## src/rtl/ram_arb_pkg.sv

```systemverilog
// Shared types and constants for the sort-RAM port arbiter.
// Optional round-robin policy is selected with RAM_ARB_RR_EN.
package ram_arb_pkg;

  localparam int unsigned NUM_REQ  = 2;
  localparam int unsigned REQ_SORT = 0;
  localparam int unsigned REQ_HOST = 1;

  localparam int unsigned RAM_AW = 8;
  localparam int unsigned RAM_DW = 8;

  typedef enum logic {
    IDLE,
    LOCKED
  } arb_state_e;

  typedef struct packed {
    logic              we;
    logic [RAM_AW-1:0] addr;
    logic [RAM_DW-1:0] wdata;
  } ram_cmd_t;

  function automatic logic [NUM_REQ-1:0] idx_to_onehot(input logic idx);
    return idx ? 2'b10 : 2'b01;
  endfunction

endpackage

```

## src/rtl/ram_arb_pick.sv

```systemverilog
// Combinational grant selection for the two-requester RAM arbiter.
// RAM_ARB_RR_EN: ties are broken by the round-robin pointer, else the host wins.
module ram_arb_pick
  import ram_arb_pkg::*;
(
  input  logic [NUM_REQ-1:0] i_req,
`ifdef RAM_ARB_RR_EN
  input  logic               i_ptr,
`endif
  input  arb_state_e         i_state,
  input  logic               i_owner,
  output logic [NUM_REQ-1:0] o_gnt
);

  always_comb begin
    o_gnt = '0;
    if (i_state == LOCKED) begin
      // The non-owner waits for the whole locked sequence, even if the owner idles.
      if (i_req[i_owner]) begin
        o_gnt = idx_to_onehot(i_owner);
      end
    end else begin
      unique case (i_req)
        2'b01:   o_gnt = 2'b01;
        2'b10:   o_gnt = 2'b10;
`ifdef RAM_ARB_RR_EN
        2'b11:   o_gnt = idx_to_onehot(i_ptr);
`else
        2'b11:   o_gnt = idx_to_onehot(1'(REQ_HOST));
`endif
        default: o_gnt = '0;
      endcase
    end
  end

endmodule

```

## src/rtl/ram_port_arbiter.sv

```systemverilog
// Shares the single-port sort RAM between the sort datapath (0) and the host port (1).
// RAM_ARB_RR_EN selects round-robin arbitration; otherwise the host has fixed priority.
module ram_port_arbiter
  import ram_arb_pkg::*;
#(
  parameter int unsigned SIZE_ADDR = RAM_AW,
  parameter int unsigned SIZE_DATA = RAM_DW
) (
  input  logic                 i_clk,
  input  logic                 i_rst,
  input  logic                 i_req0,
  input  logic                 i_req1,
  input  logic                 i_we0,
  input  logic                 i_we1,
  input  logic                 i_lock0,
  input  logic                 i_lock1,
  input  logic [SIZE_ADDR-1:0] i_addr0,
  input  logic [SIZE_ADDR-1:0] i_addr1,
  input  logic [SIZE_DATA-1:0] i_wdata0,
  input  logic [SIZE_DATA-1:0] i_wdata1,
  output logic                 o_gnt0,
  output logic                 o_gnt1,
  output logic                 o_rvalid0,
  output logic                 o_rvalid1,
  output logic [SIZE_DATA-1:0] o_rdata0,
  output logic [SIZE_DATA-1:0] o_rdata1,
  output logic                 o_ram_rd_en,
  output logic                 o_ram_wr_en,
  output logic [SIZE_ADDR-1:0] o_ram_addr,
  output logic [SIZE_DATA-1:0] o_ram_wdata,
  input  logic [SIZE_DATA-1:0] i_ram_rdata,
  output logic                 o_locked,
  output logic                 o_owner
);

  arb_state_e state_q, state_d;
  logic       owner_q, owner_d;

  logic       cmd_vld_q, cmd_vld_d;
  ram_cmd_t   cmd_q, cmd_d;

  logic       rd_tag_q, rd_tag_d;
  logic       rvalid0_q, rvalid0_d;
  logic       rvalid1_q, rvalid1_d;
  logic [SIZE_DATA-1:0] rdata0_q, rdata0_d;
  logic [SIZE_DATA-1:0] rdata1_q, rdata1_d;

  logic [NUM_REQ-1:0] req;
  logic [NUM_REQ-1:0] gnt_raw;
  logic [NUM_REQ-1:0] gnt;
  logic               gnt_any;
  logic               gnt_idx;
  logic               gnt_we;
  logic               gnt_lock;
  logic [SIZE_ADDR-1:0] gnt_addr;
  logic [SIZE_DATA-1:0] gnt_wdata;

`ifdef RAM_ARB_RR_EN
  logic ptr_q, ptr_d;
`endif

  assign req = {i_req1, i_req0};

  ram_arb_pick u_pick (
    .i_req   (req),
`ifdef RAM_ARB_RR_EN
    .i_ptr   (ptr_q),
`endif
    .i_state (state_q),
    .i_owner (owner_q),
    .o_gnt   (gnt_raw)
  );

  // Grants are suppressed in the reset cycle so nothing is accepted and then dropped.
  always_comb begin
    gnt       = i_rst ? '0 : gnt_raw;
    gnt_any   = |gnt;
    gnt_idx   = gnt[REQ_HOST];
    gnt_we    = gnt_idx ? i_we1    : i_we0;
    gnt_lock  = gnt_idx ? i_lock1  : i_lock0;
    gnt_addr  = gnt_idx ? i_addr1  : i_addr0;
    gnt_wdata = gnt_idx ? i_wdata1 : i_wdata0;
  end

  // State register
  always_ff @(posedge i_clk) begin
    if (i_rst) begin
      state_q <= IDLE;
      owner_q <= 1'b0;
    end else begin
      state_q <= state_d;
      owner_q <= owner_d;
    end
  end

  // Next-state logic
  always_comb begin
    state_d = state_q;
    owner_d = gnt_any ? gnt_idx : owner_q;
    unique case (state_q)
      IDLE:    if (gnt_any && gnt_lock)  state_d = LOCKED;
      LOCKED:  if (gnt_any && !gnt_lock) state_d = IDLE;
      default: state_d = IDLE;
    endcase
  end

`ifdef RAM_ARB_RR_EN
  always_comb begin
    ptr_d = ptr_q;
    if (gnt_any && (state_q == IDLE)) begin
      ptr_d = ~gnt_idx;
    end
  end

  always_ff @(posedge i_clk) begin
    if (i_rst) begin
      ptr_q <= 1'(REQ_SORT);
    end else begin
      ptr_q <= ptr_d;
    end
  end
`endif

  // Command stage and read-return tag pipeline
  always_comb begin
    cmd_vld_d = gnt_any;
    cmd_d     = cmd_q;
    rd_tag_d  = rd_tag_q;
    if (gnt_any) begin
      cmd_d.we    = gnt_we;
      cmd_d.addr  = gnt_addr;
      cmd_d.wdata = gnt_wdata;
      rd_tag_d    = gnt_idx;
    end
    rvalid0_d = cmd_vld_q && !cmd_q.we && !rd_tag_q;
    rvalid1_d = cmd_vld_q && !cmd_q.we &&  rd_tag_q;
    rdata0_d  = rvalid0_q ? i_ram_rdata : rdata0_q;
    rdata1_d  = rvalid1_q ? i_ram_rdata : rdata1_q;
  end

  always_ff @(posedge i_clk) begin
    if (i_rst) begin
      cmd_vld_q <= 1'b0;
      cmd_q     <= '0;
      rd_tag_q  <= 1'b0;
      rvalid0_q <= 1'b0;
      rvalid1_q <= 1'b0;
      rdata0_q  <= '0;
      rdata1_q  <= '0;
    end else begin
      cmd_vld_q <= cmd_vld_d;
      cmd_q     <= cmd_d;
      rd_tag_q  <= rd_tag_d;
      rvalid0_q <= rvalid0_d;
      rvalid1_q <= rvalid1_d;
      rdata0_q  <= rdata0_d;
      rdata1_q  <= rdata1_d;
    end
  end

  // Outputs; read data is passed straight through in its valid cycle, held otherwise.
  always_comb begin
    o_gnt0      = gnt[REQ_SORT];
    o_gnt1      = gnt[REQ_HOST];
    o_locked    = (state_q == LOCKED);
    o_owner     = owner_q;
    o_ram_rd_en = cmd_vld_q && !cmd_q.we;
    o_ram_wr_en = cmd_vld_q &&  cmd_q.we;
    o_ram_addr  = cmd_q.addr;
    o_ram_wdata = cmd_q.wdata;
    o_rvalid0   = rvalid0_q;
    o_rvalid1   = rvalid1_q;
    o_rdata0    = rvalid0_q ? i_ram_rdata : rdata0_q;
    o_rdata1    = rvalid1_q ? i_ram_rdata : rdata1_q;
  end

endmodule

```

## config.mk

```make
export PLATFORM = sky130hd
export DESIGN_NAME = ram_port_arbiter
export DESIGN_NICKNAME = d
export VERILOG_FILES = /design/src/rtl/ram_arb_pkg.sv /design/src/rtl/ram_arb_pick.sv /design/src/rtl/ram_port_arbiter.sv
export SDC_FILE = /design/constraint.sdc
export NUM_CORES = 1
export LEC_CHECK = 0
export ABC_CLOCK_PERIOD_IN_PS = 1800
export CAP_MARGIN = 25
export CORE_MARGIN = 2
export CORE_UTILIZATION = 62
export DETAILED_ROUTE_END_ITERATION = 8
export DONT_BUFFER_PORTS = 1
export PLACE_DENSITY_LB_ADDON = 0.12
export SYNTH_ARGS = -nofsm -noshare
export SYNTH_HDL_FRONTEND = slang
export SYNTH_SLANG_ARGS = --single-unit
```

## constraint.sdc

```tcl
create_clock -name i_clk -period 1.8 [get_ports i_clk]
set_input_delay 0.18 -clock i_clk [delete_from_list [all_inputs] [get_ports i_clk]]
set_output_delay 0.18 -clock i_clk [all_outputs]
set_load 0.005 [all_outputs]
```

### After elaboration in Yosys (flattened, before gate mapping)

Index checks and enable logic that the tools add are counted.

| word-level totals | value |
|---|---|
| bits in registers | 38 |
| bits in latches | 0 |
| bits in writable memories | 0 |
| bits in read-only memories | 0 |
| input port bits | 48 |
| output and inout bits | 40 |
| logic and storage cells | 42 |
| memories kept | 0 |

| cells by class | value |
|---|---|
| add/sub/neg operators | 0 |
| multiply operators | 0 |
| divide/modulo/power cells | 0 |
| order comparisons | 1 |
| equality and inequality tests | 3 |
| shift operators | 0 |
| multiplexer cells | 16 |
| bitwise logic cells | 1 |
| reduce and logical (&&, ||, !) cells | 11 |

Operators with widths:

| operator | number |
|---|---|
| 2-to-1 mux 8 bit | 4 |
| 2-to-1 mux 2 bit | 4 |
| logical AND 1 bit | 6 |
| 2-to-1 mux 1 bit | 6 |
| equality test 2 bit, second input constant | 2 |
| case mux 2 bit (2 select lines) | 1 |
| OR reduction 2 bit | 2 |
| logical NOT 1 bit | 3 |
| equality test 2 x 1 -> 1 bit, second input constant | 1 |
| less-than comparator 1 x 2 -> 1 bit, second input constant | 1 |
| case mux 1 bit (2 select lines) | 1 |
| inverter 1 bit | 1 |

### Longest topological paths before layout

Gate-level depths: netlist of run 1.

| depth | value |
|---|---|
| depth in word-level cells | 10 |
| gate-level depth with buffers | 6 |
| mapped depth without buffers | 3 |

### By module

A second synthesis of run 1 with hierarchy kept.

| unflattened totals | value |
|---|---|
| cells, all modules | 167 |
| area total of the unflattened synthesis | 1744.2 um2 |

By module, submodules not included:

| module | instances | cells an instance | area each (um2) | sequential area each (um2) |
|---|---|---|---|---|
| ram_port_arbiter | 1 | 163 | 1716.6 | 760.7 |
| ram_arb_pick | 1 | 4 | 27.5 | 0.0 |

### Least setup slack after synthesis of run 1

OpenSTA, ideal clock, no wires.

| timing | value |
|---|---|
| kind | reg-to-reg |
| start | reg rd_tag_q (netlist name) |
| end | reg cmd_q (netlist bit o_ram_addr[0]) |
| setup time | 0.074 ns |
| arrival time | 1.302 ns |
| data required time | 1.726 ns |
| path slack | 0.424 ns |
| cell stages (with the launch flop) | 6 |
| buffers on the path | 2 |
| period minus slack after synthesis | 1.376 ns |
| cell sequence | dfxtp_1 > mux2_4 > o21a_1 > buf_6 > buf_12 > a31oi_2 |

RTL lines:

| what | RTL line | source |
|---|---|---|
| end signal: assignment | ram_port_arbiter.sv:152 | `cmd_q <= cmd_d;` |
| end: declaration | ram_port_arbiter.sv:40 | `ram_cmd_t cmd_q, cmd_d;` |

==> qor.csv, run 1 <==
metric;value;unit
Worst Path Arrival;1.44;ns
WL/cell;18.5;um
Max Slew Vio Count;0;
clk_lat worst skew;0.34;ns
Vias/cell;6.21;
Chip Height;61.2;um
total power per unit cell area;822;mW/mm2
row count;20;
vias in the first global route;1539;
critical path class;reg -> out;
Num CTS Buffers;5;
Synth Net Count;262;
Tcrit/Tclk final;0.898;
worst slew pin tran;0.642;ns
nets;260;
sequential area share after synthesis;0.375;
Die X;61.2;um
Startpoint Class;flop;
syn_area_per_cell;9.47;um2
slowest cell on the critical path;dfxtp_1;
WHS;0.00957;ns
Core Area;0.00308;mm2
# port buffers;0;
htree depth;2;
synthesized area;0.00203;mm2
min Tclk post-route;1.62;ns
WP buf/inv;1;
initial antenna violation count;0;
slowest stage delay, CP;0.51;ns
fillers;258;
CTS sink cnt;38;
Worst Setup End Kind;output port;
initial drt markers;39;
Max FO, Critical Path;9;
CTS tree;built;
yosys warns;0;
Synth-to-Final Area Change;5.43;%
most frequent cells in the layout;dfxtp_1 (38), nand2b_1 (19), nand3_1 (18);
distinct cell type count after synthesis;28;
first-pass GRT wire length;7010;um
Post-Syn Instances;214;
asr flop ratio synth;0;
Final GP Congestion;0.779;
CTS Root Cell;clkbuf_4;
Fin Setup TNS;0;ns
outcome;finished, final reports clean;
max_cap viols;0;
share of layout cells above drive strength 1;0.221;
leakage;0.799;nW
EDFF count, synth;0;
Post-DRT Antenna Nets;0;
Routed WL;4760;um
ys flop type;dfxtp_1;
CP cell instances;nor2b_1 > buf_4 > o211a_1;
final core occ;0.694;
Hold WC Path Type;in -> reg;
CP Data Required Time;1.62;ns
drt drc;0;
VDD IR-drop max;427;uV
pin count of the biggest net entering global routing;21;
Die Footprint;0.00374;mm2
Top Family by Delay on Critical Path;flip-flops;
Final Hold Vio Count;0;
GRT Residual Overflow;0;
routed via count;1596;
Final Setup Violations;0;
Synth Register Bits;38;
antenna fix cells;0;
worst clock skew;0.00488;ns
gr usage total;0.259;
DP Wirelength;3260;um
I/O pin count;88;
Max Root-Sink Buffers;2;
clock transition at the registers of the reported paths;0.11;ns
RSZ-0062 raised after global routing;no;
commonest non-fill, non-tap cell in the layout;dfxtp_1;
worst rel slew slack;0.572;
1st-pass router iterations;4;
fmax;0.619;GHz
effective utilization at floorplan;0.659;
## final cells by class
class | instances | area [um2] | area share
sequential | 38 | 761 | 0.356
multi-input combinational | 137 | 1010 | 0.471
clock buffer | 6 | 51.3 | 0.0240
clock inverter | 2 | 12.5 | 0.00585
timing repair buffer | 27 | 240 | 0.112
inverter | 3 | 11.3 | 0.00527
tap | 44 | 55.1 | 0.0258
## worst paths after layout
check | start | endpoint | slack, ns | cells after the start
setup reg to reg | rd_tag_q | o_ram_addr[4] | 0.23 | 4
setup / recovery | flop | o_gnt0 | 0.18 | 3
hold reg to reg | cmd_vld_q | o_rvalid0 | 0.55 | 2
hold / removal | i_wdata1[6] | o_ram_wdata[6] | 0.01 | 2
## Yosys cell counts (2+ instances only)
master | n | area [um2]
a31oi_1 | 8 | 50.1
a31oi_2 | 9 | 113
and2_1 | 17 | 106
buf_2 | 11 | 55.1
buf_4 | 17 | 128
buf_6 | 2 | 22.5
clkbuf_1 | 4 | 15.0
dfxtp_1 | 38 | 761
inv_1 | 3 | 11.3
mux2_2 | 16 | 180
nand2b_1 | 19 | 119
nand3_1 | 18 | 90.1
nor2_1 | 3 | 11.3
nor2b_1 | 2 | 12.5
nor3_1 | 2 | 10.0
o21ai_0 | 17 | 85.1
o221ai_1 | 17 | 149
## cell families after synthesis
group / after synthesis / share of synthesized area
DFF: 38 / 0.375
muxes: 17 / 0.0963
buffers and inverters: 39 / 0.128
AOI/OAI and AO/OA: 57 / 0.222
and+or+nand+nor: 63 / 0.178
## per-stage QoR
| step | cells | power (mW) | area, um2 | worst slack, ns |
|---|---|---|---|---|
| 6_report | 257 | 1.76 | 2140 | 0.184 |
| 4_1_cts | 257 | 1.76 | 2140 | 0.168 |
| 3_3_place_gp | 234 | 1.25 | 1920 | 0.348 |
| 3_5_place_dp | 234 | 1.27 | 1920 | 0.269 |
| 2_1_floorplan | 214 | 1.25 | 2030 | 0.424 |
| 5_1_grt | 257 | 1.84 | 2140 | 0.0691 |
## layer usage
layer  routed length (um)  track usage  vias up  share of wire
met4                  102        0.146        0          0.021
met5                    0            0        -              0
met2                 2450        0.454       69           0.51
met1                 1810        0.271      759           0.38
met3                  396       0.0840       11          0.083
li1                     -            -      757              -
## sequential cells by signal, indices dropped and copies added (netlist names), named ones only
register     cells
o_ram_addr       8
rdata0_q         8
o_rvalid0        1
cmd_q            1
cmd_vld_q        1
rd_tag_q         1
rdata1_q         8
o_ram_wdata      8
o_rvalid1        1
## where the power goes
group / switching (mW) / internal [mW]
sequential: 0.0488 / 0.895
clock: 0.290 / 0.188
combinational: 0.178 / 0.156
## repair_timing
| action | CTS | global route |
|---|---|---|
| buffers inserted | 0 | 0 |
| gates resized for setup | 0 | 0 |
| hold endpoints to repair | 10 | 0 |
| hold buffers | 15 | 0 |
Power figures use the tool's default switching activity.
==> run 2, diff against run 1 <==
--- a/config.mk
+++ b/config.mk
@@ -5,6 +5,7 @@
 export SDC_FILE = /design/constraint.sdc
 export NUM_CORES = 1
 export LEC_CHECK = 0
+export ABC_AREA = 1
 export ABC_CLOCK_PERIOD_IN_PS = 1800
 export CAP_MARGIN = 25
 export CORE_MARGIN = 2
==> run 2 against run 1 <==
  * Clock-buffer cell count unchanged
  * Register-to-register slack better by 0.02 ns
  * Synthesized cell count up 42%
  * Sequential power up 0.8%
  * Clock skew up 0.0031 ns
  * Via count up 7.7%
  * Setup slack worse by 0.057 ns
  * Die area down 0.34%
  * Largest cell class unchanged
  * Highest routed layer unchanged
==> qor.csv, run 2 <==
metric;value;unit;change
htree depth;2;;unchanged
worst slew pin tran;0.638;ns;-0.00423 ns
DP Wirelength;2890;um;-11%
setup ws final;0.127;ns;-0.0569 ns
top cells by count, synth;nand2_1 (110), dfxtp_1 (38), nand3_1 (37);;
Die X;61.1;um;-0.17%
start point of the critical path;rd_tag_q;;
Routed WL;4060;um;-15%
Worst Setup End Kind;output port;;
total power per unit cell area;831;mW/mm2;+1.1%
pin count of the biggest net entering global routing;38;;+81%
Synth Net Count;352;;+34%
WHS Endpoint;rdata0_q[1];;
syn_area_per_cell;6.64;um2;-30%
top cells by area, synth;dfxtp_1 (38%), nand2_1 (20%), nand3_1 (9.2%);;
clock power share;0.250;;-0.022
internal power;1.21;mW;-2.1%
most frequent cells in the layout;nand2_1 (110), nand3_1 (37), dfxtp_1 (37);;
clk_lat worst skew;0.34;ns;about the same
Worst R2R Start;rd_tag_q;;
CTS Root Cell;clkbuf_4;;
Die Footprint;0.00373;mm2;-0.34%
CP Data Required Time;1.62;ns;about the same
asr flop ratio synth;0;;unchanged
Hold WC Path Type;in -> reg;;
sequential area share after synthesis;0.377;;+0.00140
Final GP Congestion;0.733;;-5.9%
max_cap viols;0;;unchanged
initial antenna violation count;0;;unchanged
cells on worst reg2reg path;8;;+4
sw power;0.508;mW;-1.6%
row count;20;;unchanged
Synth-to-Final Area Change;2.60;%;
Max FO, Critical Path;15;;+6
start point of the worst hold path;i_ram_rdata[1];;
sequential share of power;0.553;;+0.015
fillers;292;;+13%
GRT met2 Usage;0.386;;-0.0684
Synth Register Bits;38;;unchanged
synthesized area;0.00202;mm2;-0.37%
commonest non-fill, non-tap cell in the layout;nand2_1;;
gr usage total;0.232;;-0.0270
post-CTS setup repair buffer count;0;;unchanged
final core occ;0.673;;-0.0211
routed via count;1719;;+7.7%
Comb pwr share;0.198;;+0.008
M3 GR Usage;0.0777;;-0.00630
first-pass GRT wire length;6290;um;-10%
RR Endpoint;o_ram_wdata[1];;
Num CTS Buffers;5;;unchanged
count leader, synth;nand2_1;;
Max Slew Vio Count;0;;unchanged
worst rel slew slack;0.573;;+0.00142
EDFF count, synth;0;;unchanged
initial drt markers;87;;+120%
CTS tree;built;;
Chip Height;61.1;um;-0.17%
share of layout cells above drive strength 1;0.129;;-0.0918
antenna fix cells;0;;unchanged
leakage;1.05;nW;+31%
Final Setup Violations;0;;unchanged
Startpoint Class;flop;;
vias in the first global route;1503;;-2.3%
clock transition at the registers of the reported paths;0.10;ns;about the same
Max Root-Sink Buffers;2;;unchanged
GR peak layer;met2;;
Post-DRT Antenna Nets;0;;unchanged
1st-pass router iterations;4;;unchanged
critical path class;reg -> out;;
WL/cell;12.0;um;-35%
distinct cell type count after synthesis;18;;-36%
post-place setup slack;0.275;ns;+0.00555 ns
Tcrit/Tclk final;0.929;;+0.0316
worst clock skew;0.00799;ns;+0.00310 ns
# port buffers;0;;unchanged
effective utilization at floorplan;0.656;;-0.00244
Final Hold Vio Count;0;;unchanged
yosys warns;0;;unchanged
Vias/cell;5.07;;-18%
nets;344;;+32%
CTS sink cnt;38;;unchanged
RSZ-0062 raised after global routing;no;;
sw frac;0.295;;+0.00102
Post-Syn Instances;304;;+42%
Hold Path Stages;2;;unchanged
met1 Usage GRT;0.253;;-0.0180
fmax;0.598;GHz;-3.4%
Fin Setup TNS;0;ns;unchanged
Worst Path Arrival;1.49;ns;+0.05 ns
Synth top area share;0.377;;+0.00140
Core Area;0.00308;mm2;unchanged
min Tclk post-route;1.67;ns;+0.0569 ns
I/O pin count;88;;unchanged
cell taking the most area after synthesis;dfxtp_1;;
VDD IR-drop max;520;uV;+22%
GRT Residual Overflow;0;;unchanged
outcome;finished, final reports clean;;
ys flop type;dfxtp_1;;
R2R Setup Slk;0.25;ns;+0.02 ns
drt drc;0;;unchanged
[run 2: cell count changes after synthesis, sizes merged, moves of 18 or more]
| cell | delta |
|---|---|
| inv | +25 |
| nand2 | +110 |
| nand2b | -19 |
| nand3 | +19 |
| nor2 | +37 |
| o21ai | -18 |
[run 2: kinds of logic after synthesis]
group / Yosys count / synth area share
AO/OA/AOI/OAI: 17 / 0.0477
AND/OR/NAND/NOR: 190 / 0.411
buffers and inverters: 59 / 0.165
flip-flops: 38 / 0.377
[run 2: through the flow]
stage	instance area (um2)	cells	hold WS [ns]	power, mW
2_1_floorplan	2020	304	0.341	1.29
5_1_grt	2070	339	0.00505	1.83
3_3_place_gp	1910	322	0.253	1.28
6_report	2070	339	0.0212	1.72
3_5_place_dp	1910	322	0.255	1.29
4_1_cts	2060	338	0.00104	1.74
[run 2: power groups by stage]
stage / clock, mW / sequential (mW) / combinational [mW]
3_5_place_dp: 0 / 0.971 / 0.316
6_report: 0.430 / 0.952 / 0.340
3_3_place_gp: 0 / 0.969 / 0.312
2_1_floorplan: 0 / 0.947 / 0.343
4_1_cts: 0.451 / 0.952 / 0.342
5_1_grt: 0.479 / 0.959 / 0.391
[run 2: layout make-up]
class	instances	area [um2]	area share
clock buffers	6	51.3	0.0248
multi-input cells	207	926	0.447
repair buffers	16	173	0.0833
inverters	28	105	0.0507
flip-flops and latches	38	762	0.368
well taps	44	55.1	0.0266
[run 2: worst max-delay path by stage]
stage	cells after the start	slack, ns	end
after detailed placement	8	0.27	o_ram_wdata[1]
after global routing	6	0.04	o_gnt0
final	6	0.13	o_gnt0
after global placement	8	0.33	o_ram_addr[5]
after CTS	6	0.11	o_gnt0
after floorplan	9	0.57	o_ram_addr[0]
[run 2: metal layers]
layer | routed length [um] | vias up
met1 | 1740 | 745
met5 | 0 | -
met4 | 108 | 0
met3 | 324 | 12
met2 | 1890 | 61
li1 | - | 901
[run 2: critical path: stages, from the launching register on]
cell and delay, ns:
dfxtp_1 0.45, inv_2 0.06, nand2_1 0.07, nand2_1 0.10, nand2_1 0.23, buf_12 0.18
inv_2 0.04
[run 2: what timing repair did]
action / in CTS / in global routing
endpoints found under the setup margin: 0 / 1
hold buffers: 10 / 1
hold endpoints to repair: 18 / 1
resized for setup: 0 / 1
